`config.mk`:
```
export PLATFORM = sky130hd
export DESIGN_NAME = countdown_display_mux
export DESIGN_NICKNAME = d
export VERILOG_FILES = /design/src/rtl/countdown_display_mux.sv
export SDC_FILE = /design/constraint.sdc
export NUM_CORES = 1
export LEC_CHECK = 0
export BUFFER_PORTS_ARGS = -buffer_cell sky130_fd_sc_hd__buf_2
export CAP_MARGIN = 5
export CORE_ASPECT_RATIO = 2
export CORE_MARGIN = 1.5
export CORE_UTILIZATION = 43
export CTS_BUF_LIST = sky130_fd_sc_hd__clkbuf_8
export DETAILED_ROUTE_END_ITERATION = 8
export PLACE_DENSITY = 0.72
export SYNTH_ARGS = -nofsm -noshare
export SYNTH_HDL_FRONTEND = slang
export SYNTH_SLANG_ARGS = --single-unit
```
`constraint.sdc`:
```
create_clock -name CLK -period 7 [get_ports CLK]
set_input_delay 1.4 -clock CLK [delete_from_list [all_inputs] [get_ports CLK]]
set_output_delay 1.4 -clock CLK [all_outputs]
set_load 0.01 [all_outputs]
```
`src/rtl/countdown_display_mux.sv`:
```
// countdown_display_mux
//   Seven-segment driver for the traffic-light countdown timers. Each of NCH
//   binary countdown values is converted to DIGITS decimal digits by a
//   sequential shift-add-3 (double-dabble) engine. Channels are serviced
//   round-robin (LOAD -> SHIFT x WIDTH -> WRITE), and the result is stored as
//   registered active-low segment patterns.
//
// Optional feature:
//   SEG_LZB_EN  when defined, leading zero digits (never digit 0) are blanked.
//
// Ports:
//   CLK         system clock, rising edge
//   RET         synchronous active-high reset
//   VALUE       NCH*WIDTH unsigned values, channel ch at [ch*WIDTH +: WIDTH]
//   BLINK       per-channel blink enable
//   PHASE       blink phase, 0 blanks blinking channels
//   SEG         active-low segments, channel ch digit d at [(ch*DIGITS+d)*8 +: 8]
//   FRAME_DONE  one-cycle pulse on the edge that writes channel NCH-1
module countdown_display_mux #(
    parameter int NCH    = 2,
    parameter int WIDTH  = 5,
    parameter int DIGITS = 2
) (
    input  logic                    CLK,
    input  logic                    RET,
    input  logic [NCH*WIDTH-1:0]    VALUE,
    input  logic [NCH-1:0]          BLINK,
    input  logic                    PHASE,
    output logic [NCH*DIGITS*8-1:0] SEG,
    output logic                    FRAME_DONE
);

    localparam int CH_W  = (NCH > 1) ? $clog2(NCH) : 1;
    localparam int IT_W  = (WIDTH > 1) ? $clog2(WIDTH) : 1;
    localparam int BCD_W = 4 * DIGITS;
    localparam int unsigned MAXV = (10 ** DIGITS) - 1;

    typedef enum logic [1:0] {S_LOAD, S_SHIFT, S_WRITE} state_t;

    state_t                  state;
    logic [CH_W-1:0]         ch;
    logic [IT_W-1:0]         iter;
    logic [WIDTH-1:0]        bin_sr;
    logic [BCD_W-1:0]        bcd;
    logic                    ovf;

    logic [WIDTH-1:0]        cur_val;
    logic [BCD_W+WIDTH-1:0]  cat_sh;
    logic [DIGITS*8-1:0]     wr_slice;

    // Add 3 to every BCD nibble that is 5 or more, ahead of the shift.
    function automatic logic [BCD_W-1:0] add3(input logic [BCD_W-1:0] b);
        logic [BCD_W-1:0] r;
        r = b;
        for (int d = 0; d < DIGITS; d++) begin
            if (b[d*4 +: 4] >= 4'd5)
                r[d*4 +: 4] = b[d*4 +: 4] + 4'd3;
        end
        return r;
    endfunction

    function automatic logic [7:0] glyph(input logic [3:0] n);
        case (n)
            4'd0:    glyph = 8'hC0;
            4'd1:    glyph = 8'hF9;
            4'd2:    glyph = 8'hA4;
            4'd3:    glyph = 8'hB0;
            4'd4:    glyph = 8'h99;
            4'd5:    glyph = 8'h92;
            4'd6:    glyph = 8'h82;
            4'd7:    glyph = 8'hF8;
            4'd8:    glyph = 8'h80;
            4'd9:    glyph = 8'h90;
            default: glyph = 8'hFF;
        endcase
    endfunction

    always_comb begin
        cur_val = VALUE[int'(ch)*WIDTH +: WIDTH];
    end

    // Bits pushed out above the BCD register are dropped; that only happens
    // for values that are flagged as overflow anyway.
    always_comb begin
        cat_sh = {add3(bcd), bin_sr} << 1;
    end

`ifdef SEG_LZB_EN
    logic lead;
`endif

    // Segment pattern for the channel being written; blink beats overflow,
    // overflow beats digits.
    always_comb begin
        wr_slice = '1;
`ifdef SEG_LZB_EN
        lead = 1'b1;
`endif
        for (int d = DIGITS - 1; d >= 0; d--) begin
            wr_slice[d*8 +: 8] = glyph(bcd[d*4 +: 4]);
`ifdef SEG_LZB_EN
            if (d != 0 && lead && bcd[d*4 +: 4] == 4'd0)
                wr_slice[d*8 +: 8] = 8'hFF;
            else
                lead = 1'b0;
`endif
        end
        if (BLINK[ch] && !PHASE)
            wr_slice = '1;
        else if (ovf)
            wr_slice = {DIGITS{8'hBF}};
    end

    always_ff @(posedge CLK) begin
        if (RET) begin
            state      <= S_LOAD;
            ch         <= '0;
            iter       <= '0;
            SEG        <= '1;
            FRAME_DONE <= 1'b0;
        end else begin
            FRAME_DONE <= 1'b0;
            case (state)
                S_LOAD: begin
                    bin_sr <= cur_val;
                    bcd    <= '0;
                    ovf    <= (32'(cur_val) > MAXV);
                    iter   <= '0;
                    state  <= S_SHIFT;
                end
                S_SHIFT: begin
                    bcd    <= cat_sh[BCD_W+WIDTH-1:WIDTH];
                    bin_sr <= cat_sh[WIDTH-1:0];
                    iter   <= iter + 1'b1;
                    if (iter == IT_W'(WIDTH - 1))
                        state <= S_WRITE;
                end
                S_WRITE: begin
                    SEG[int'(ch)*DIGITS*8 +: DIGITS*8] <= wr_slice;
                    FRAME_DONE <= (ch == CH_W'(NCH - 1));
                    ch    <= (ch == CH_W'(NCH - 1)) ? '0 : ch + 1'b1;
                    state <= S_LOAD;
                end
                default: state <= S_LOAD;
            endcase
        end
    end

endmodule

```
==> results.ini <==
[timing]
period_minus_slack_ns=3.47
finalSetupViolCount=0
fmax_ghz=0.288
slew_viol_final=0
skew_ns=0.00786
slew_headroom_pct=30.9
fin_setup_tns_ns=0
worst_slew_pin_slew_ns=1.03
hold_viol_final=0
rsz0062_at_grt=false
finalCritPeriodShare_pct=49.6

[clocking]
root_buffer=clkbuf_8
cts_setup_buffers=0
clkTransAtPathRegs_ns=0.07
cts_buffer_depth=2
hold_buffers=0
cts_htree_levels=3
cts_resized=0
cts_buffers=9
cts_tree=yes
cts.sinks=64
clk_latency_ns=0.34

[logic_synthesis]
synth_top_area_share_pct=35.2
ys_ff_latch=64
synth_cell_types=49
synth_top_flop_cell=dfxtp_1
async_reset_ff_share_pct=0
synth_warnings=0
synth-seq-area-share_pct=48.7
synth_nets=313
yosysTopAreaCell=dfxtp_1
syn_area_per_cell_um2=10.3
synth_area_leaders=dfxtp_1, edfxtp_1, ha_1
synth_edf_count=13
synthCells=282
syn-cell-area_mm2=0.00290

[drt]
avgRoutedWirePerCell_um=13.0
drt_wl_total_mm=5.43
dr.pass1.iters=4
drc=0
top_layer_used=met4
wl_met1_mm=2.17
drtIter0Drc=114
via_count=2150
met2_length_mm=2.82
viasPerCell=5.17
wl_met3_um=213
ant_nets=0

[place]
dp_hpwl_mm=4.02
portBuffers=47
placedCellCount=400
finalWeightedCongestion=0.834

[worst_setup_path]
crit_type=in -> reg
required_ns=7.22
path_max_fanout=24
rrSetupSlack_ns=4.31
cp.arrival_ns=3.69
worst_setup_path_start_kind=primary input
endpoint_kind=flip-flop

[global_route]
grt_pass1_wl_mm=9.36
grt_max_degree=25
grt_usage_pct=17.1
grt.overflow.total=0
antenna_found_initial=0
grt_pass1_vias=2125

[floorplan]
die_h_um=119
die_w_um=61.1
die_area_mm2=0.00728
start_util_pct=44.2
row_count=42
boundaryPins=48
core_mm2=0.00657

[cells_and_area]
finalNetCount=354
drive_gt1_share_pct=22.6
synthToLayoutAreaGrowth_pct=16.3
final_cell_mix=dfxtp_1, buf_2, nor2_1, nand2b_1
layout_commonest_cell=dfxtp_1
register_area_mm2=0.00141
fin_cells=416
fill_cells=603
multiInputGateArea_mm2=0.00133
n_antenna_cell=0
utilization_pct=51.4

[power_and_ir_drop]
irDropWorstVdd_mv=0.139
power.density_mw_per_mm2=256
p_leak_nw=1.37

[status]
outcome=completed

[hold_path]
hold_path_class=reg -> reg

[job]
cap_violations=0

==> layout make-up <==
| cell class | count | share of cell area, % |
|---|---|---|
| clock inverters | 6 | 2.41 |
| inverters | 17 | 1.93 |
| multi-input cells | 183 | 39.3 |
| repair buffers | 48 | 7.20 |
| clock buffers | 10 | 4.08 |
| well taps | 88 | 3.26 |
| flip-flops and latches | 64 | 41.8 |
==> layer usage <==
metal,global-route usage [%],up-vias
li1,-,1087
met1,17.8,996
met2,28.2,51
met3,5.75,16
met4,9.92,0
met5,0,-
==> metrics by stage <==
stage                     area (µm²)  power [mW]  hold WS, ns  setup slack, ns
after CTS                       3370       0.873        0.465             3.49
after global placement          3150       0.520        0.440             3.29
after detailed placement        3150       0.524        0.449             3.13
final                           3370       0.864        0.459             3.53
after global routing            3370       0.908        0.477             3.24
after floorplan                 2900       0.501        0.446             3.81
==> logic make-up (layout without fill, tap and decap cells) <==
logic type / count (synthesis) / count (layout) / share of synthesized area (%)
xor gates and xnor gates: 5 / 5 / 1.51
and+or+nand+nor: 72 / 72 / 13.2
AOI/OAI and AO/OA: 79 / 79 / 19.8
muxes: 11 / 11 / 4.36
adders and majority gates: 16 / 16 / 6.90
DFF: 64 / 64 / 48.7
buffers and inverters: 35 / 81 / 5.65
==> critical path, stage by stage <==
cell	delay, ns
buf_2	0.29
or2_1	0.38
clkinv_2	0.35
and3_1	0.29
a21oi_1	0.31
inv_1	0.13
ha_1	0.20
a211oi_1	0.26
a21oi_1	0.08
==> final timing paths <==
check,startpoint,endpoint,cells past startpoint
setup / recovery,RET,flip-flop,9
hold / removal,SEG[29],SEG[29],1
setup reg to reg,bcd[0],flip-flop,9
hold reg to reg,SEG[29],SEG[29],1
==> power by group <==
part	leakage [nW]	switching, mW	total [mW]	internal, mW
registers	0.549	0.0173	0.419	0.402
logic	0.699	0.0529	0.0964	0.0435
clock network	0.118	0.140	0.349	0.209
total	1.37	0.210	0.864	0.654
==> cell usage after synthesis (6+ instances only) <==
cell type and instances:
dfxtp_1 51, nor2_1 21, nand2b_1 20, ha_1 16, inv_1 15, o22a_1 14
o22ai_1 14, edfxtp_1 13, nand2_1 13, a21oi_1 12, clkbuf_1 12, mux2i_1 7
o21ai_0 7, a22oi_1 6
No activity file was read; power rests on OpenSTA's default activity.
